$ cat src/rtl/hlsm_launcher.sv
// Start/Done initiator for one HLSM datapath core: buffers one operand vector,
// launches the core, waits for Done (with timeout) and streams the result out.
module hlsm_launcher #(
  parameter int DATA_W  = 16,
  parameter int N_IN    = 8,
  parameter int N_OUT   = 4,
  parameter int TIMEOUT = 64
) (
  input  logic                    Clk,
  input  logic                    Rst,
  input  logic                    in_valid,
  output logic                    in_ready,
  input  logic [N_IN*DATA_W-1:0]  in_data,
  output logic                    core_start,
  output logic [N_IN*DATA_W-1:0]  core_opnd,
  input  logic                    core_done,
  input  logic [N_OUT*DATA_W-1:0] core_res,
  output logic                    out_valid,
  input  logic                    out_ready,
  output logic [N_OUT*DATA_W-1:0] out_data,
  output logic                    busy,
  output logic                    timeout_err,
  output logic [7:0]              job_cnt
);

  localparam int TW = (TIMEOUT < 2) ? 1 : $clog2(TIMEOUT + 1);

  typedef enum logic [1:0] {IDLE, LAUNCH, WAIT} state_t;

  state_t                  state;
  state_t                  state_next;
  logic                    pending;
  logic [N_IN*DATA_W-1:0]  opnd_buf;
  logic [TW-1:0]           timer;
  logic                    accept;
  logic                    drain;
  logic                    launch;
  logic                    capture;
  logic                    abort;

  // in_ready depends only on the pending register, never on in_valid
  assign in_ready   = !pending;
  assign accept     = in_valid && !pending;
  assign drain      = out_valid && out_ready;
  assign core_start = (state == LAUNCH);
  assign busy       = (state != IDLE);

  always_ff @(posedge Clk or negedge Rst) begin
    if (!Rst) begin
      state <= IDLE;
    end else begin
      state <= state_next;
    end
  end

  always_comb begin
    state_next = state;
    launch     = 1'b0;
    capture    = 1'b0;
    abort      = 1'b0;
    unique case (state)
      IDLE: begin
        // The result slot must be empty or emptying this cycle before launch
        if (pending && (!out_valid || out_ready)) begin
          launch     = 1'b1;
          state_next = LAUNCH;
        end
      end
      LAUNCH: state_next = WAIT;
      WAIT: begin
        if (core_done) begin
          capture    = 1'b1;
          state_next = IDLE;
        end else if (timer == TW'(TIMEOUT - 1)) begin
          abort      = 1'b1;
          state_next = IDLE;
        end
      end
      default: state_next = IDLE;
    endcase
  end

  always_ff @(posedge Clk or negedge Rst) begin
    if (!Rst) begin
      pending     <= 1'b0;
      opnd_buf    <= '0;
      core_opnd   <= '0;
      timer       <= '0;
      out_valid   <= 1'b0;
      out_data    <= '0;
      timeout_err <= 1'b0;
      job_cnt     <= 8'd0;
    end else begin
      if (accept) begin
        opnd_buf <= in_data;
        pending  <= 1'b1;
      end else if (launch) begin
        pending  <= 1'b0;
      end

      if (launch) begin
        core_opnd <= opnd_buf;
      end

      if (state == LAUNCH) begin
        timer <= '0;
      end else if (state == WAIT && !core_done) begin
        timer <= timer + TW'(1);
      end

      if (capture) begin
        out_data  <= core_res;
        out_valid <= 1'b1;
        job_cnt   <= job_cnt + 8'd1;
      end else if (drain) begin
        out_valid <= 1'b0;
      end

      if (abort) begin
        timeout_err <= 1'b1;
      end
    end
  end

endmodule

$ cat config.mk
export PLATFORM = sky130hd
export DESIGN_NAME = hlsm_launcher
export DESIGN_NICKNAME = d
export VERILOG_FILES = /design/src/rtl/hlsm_launcher.sv
export SDC_FILE = /design/constraint.sdc
export NUM_CORES = 1
export LEC_CHECK = 0
export ABC_CLOCK_PERIOD_IN_PS = 1550
export CAP_MARGIN = 20
export CORE_ASPECT_RATIO = 1.4
export CORE_UTILIZATION = 47
export CTS_CLUSTER_SIZE = 8
export DETAILED_ROUTE_END_ITERATION = 6
export GPL_TIMING_DRIVEN = 0
export PLACE_DENSITY = 0.82
export SLEW_MARGIN = 20
export SYNTH_ARGS = -nofsm -noshare
export SYNTH_HDL_FRONTEND = slang
export SYNTH_SLANG_ARGS = --single-unit
$ cat constraint.sdc
create_clock -name Clk -period 1.55 [get_ports Clk]
set_input_delay 0.31 -clock Clk [delete_from_list [all_inputs] [get_ports Clk]]
set_output_delay 0.31 -clock Clk [all_outputs]
set_load 0.01 [all_outputs]
==> results of run 1 <==
[sequential cells by signal, indices dropped and copies added, names as in the netlist]
| signal | flops |
|---|---|
| job_cnt | 8 |
| opnd_buf | 128 |
| core_opnd | 128 |
| pending | 1 |
| out_valid | 1 |
| timeout_err | 1 |
| state | 2 |
| timer | 7 |
| out_data | 64 |
[final timing paths]
check / endpoint / slack [ns] / cells past startpoint
max: core_opnd[86] / -0.13 / 7
min: core_opnd[28] / -0.27 / 1
max reg2reg: core_opnd[86] / -0.13 / 7
min reg2reg: out_data[58] / 0.47 / 2
max in group asynchronous: core_opnd[102] / 0.60 / 3
min in group Clk: timer[2] / 0.22 / 3
[kinds of logic after synthesis]
family	share of synthesized area
AOI/OAI and AO/OA	0.00529
buffers and inverters	0.0233
and+or+nand+nor	0.0745
adders and majority gates	0.00189
muxes	0.248
xor gates and xnor gates	0.00463
DFF	0.642
[critical path, stage by stage (launching register included)]
cell and delay, ns:
dfrtp_2 0.44, nor2_4 0.13, buf_6 0.13, nand3_4 0.10, buf_6 0.15, buf_12 0.16
buf_12 0.15, mux2_4 0.29
[final cells by class]
cell class / count / share of cell area
Sequential cell: 340 / 0.424
Timing Repair Buffer: 446 / 0.234
Multi-Input combinational cell: 515 / 0.225
Clock buffer: 50 / 0.0624
Buffer: 45 / 0.0268
Tap cell: 370 / 0.0231
Clock inverter: 2 / 0.00231
Inverter: 5 / 0.000936
Antenna cell: 6 / 0.000749
[repair_timing]
item                                   in CTS  in global routing
gates resized for setup                   418                115
setup endpoints to repair                 477                269
cloned                                     14                  4
pin swaps                                   2                  3
setup buffers                              18                  8
endpoints found under the hold margin      76                 76
[routing by layer]
metal,global-route usage,up-vias
met2,0.455,380
met3,0.0747,130
li1,-,4041
met4,0.160,0
met1,0.256,4513
met5,0,-
[synthesized netlist by cell type (2+ instances only)]
library cell    n  area share
buf_2          28       0.011
and3b_1         2      0.0013
and3_1          2     0.00094
inv_1           5      0.0014
mux2_4         98        0.11
dfrtp_1       340        0.64
nand2b_1        4      0.0019
ha_1            2      0.0019
buf_6          11      0.0094
mux2i_1         2      0.0015
nor3b_1         2      0.0011
nand4_1         7      0.0033
xor2_1          3      0.0020
a21oi_1         2     0.00076
o21a_1          2      0.0011
nand2_1       206       0.058
nor3_1          2     0.00076
o21ai_0         3      0.0011
mux2_2        159        0.14
clkbuf_1        7      0.0020
nor4_1          2     0.00094
xnor2_1         4      0.0026
[power by group through the flow]
stage | combinational [mW] | sequential [mW] | clock, mW
floorplan | 8.78 | 16.6 | 0
global placement | 17.4 | 15.6 | 0
detailed placement | 17.9 | 15.8 | 0
CTS | 19.3 | 15.7 | 9.51
global route | 20.9 | 16.4 | 9.87
finish | 19.7 | 15.8 | 9.32
[metrics by stage]
step / setup WS [ns] / TNS (ns) / total power, mW
after floorplan: 0.136 / 0 / 25.4
after global placement: -14.16 / -4938.77 / 33.1
after detailed placement: -0.738 / -143.89 / 33.8
after CTS: -0.171 / -9.91 / 44.6
after global routing: -0.195 / -18.15 / 47.2
final: -0.135 / -9.67 / 44.9
==> results.yml, run 1 <==
status:
  outcome: "finished with violations"
  violations: "hold timing, setup timing"
logic_synthesis:
  yosysSeqAreaShare: 0.642
  synth_seq_cells: 340
  ys_warn_count: 0
  async_flop_share: 1.00
  syn_area_per_cell_sq_um: 14.6
  synth_edf_count: 0
  syn_inst: 906
  ys_types: 35
  netlist_area_sq_mm: 0.0132
  ys.flop_type: "dfrtp_1"
  synth_nets: 1105
global_route:
  grt_pass1_vias: 10000
  grt_usage: 0.256
  grt-ovfl-total: 0
  grt_first_pass_wirelength_um: 55500
  grt_max_degree: 101
  grt_antenna_before_repair: 6
timing:
  slew_headroom: 0.600
  clock.fmax_mhz: 594
  finalCritPeriodShare: 1.09
  skew_ns: 0.0247
  worst-slew-pin-transition_ns: 0.600
  slew_violations: 0
  rsz0062_at_grt: "yes"
  hold_violations: 76
  setup_slack_ns: -0.135
  setup_viol: 141
  worst_hold_slack_ns: -0.269
  period_minus_slack_ns: 1.68
finish:
  multi_input_area_sq_mm: 0.00452
  finalNetCount: 1600
  area_delta_synth_final_pct: 51.4
  finalNonFillerCells: 1779
  drive_gt1_frac: 0.334
  final_common_cell: "dfrtp_1"
  final_cell_mix: "dfrtp_1, clkdlybuf4s50_1, nand2_1"
  finalInstanceArea_sq_mm: 0.0200
  register_area_sq_mm: 0.00851
  nFillCells: 1752
  fin_util: 0.725
worst_setup_path:
  end_kind: "flop"
  worstSetupStartpointType: "flop"
  worstReg2RegStart: "state[0]"
  cp_max_fo: 6
  crit_arrival_ns: 2.09
  critical_path_class: "flop to flop"
  cp.required_ns: 1.96
  crit_start: "state[0]"
clocking:
  clock_sinks: 340
  clkLatencyLatePin_ns: 0.55
  clkTransAtPathRegs_ns: 0.05
  cts_buffer_depth: 3
  cts_buffers: 48
  htreeDepth: 2
  cts_tree: "built"
  root_buffer: "clkbuf_16"
power:
  pwr-share-comb: 0.439
  pwr-share-seq: 0.353
  switching_share: 0.309
  vdd_ir_drop_max_v: 0.00124
  internal-power_mw: 31.0
  power_density_mw_per_mm2: 2240
  clkPwrFrac: 0.208
  leakagePower_nw: 9.49
  power.switching_mw: 13.8
detailed_routing:
  via_per_inst: 5.09
  wl_um: 37500
  wl_met2_um: 19500
  m1WireLength_um: 12800
  met3WireLength_um: 2850
  routedWlPerCell_um: 21.1
  ant_nets: 0
  via_count: 9064
  highest_layer: "met4"
  dr.pass1.iters: 4
  drc_errors: 0
  drt-initial-drc-count: 294
run:
  cap_violations: 0
placement:
  numPortBuffers: 400
  post-dp-hpwl_um: 24600
  placed_cells: 1679
  place_area_sq_mm: 0.0178
  routabilityCongestion: 0.807
floorplan:
  die_y_um: 201
  rows: 72
  fp.coreArea_sq_mm: 0.0277
  dieArea_sq_mm: 0.0289
  io_pins: 402
  initial_core_util: 0.479
  die_w_um: 144
hold_path:
  hold_class: "input port to asynchronous set/reset pin"
Note: power is estimated with default switching activity, not from simulation.
==> inputs of run 2 (changes only) <==
--- a/config.mk
+++ b/config.mk
@@ -11,6 +11,7 @@
 export CORE_UTILIZATION = 47
 export CTS_CLUSTER_SIZE = 8
 export DETAILED_ROUTE_END_ITERATION = 6
+export GPL_ROUTABILITY_DRIVEN = 1
 export GPL_TIMING_DRIVEN = 0
 export PLACE_DENSITY = 0.82
 export SLEW_MARGIN = 20
==> results of run 2 <==
The final DEF is identical to that of run 1; final timing and power are the same.
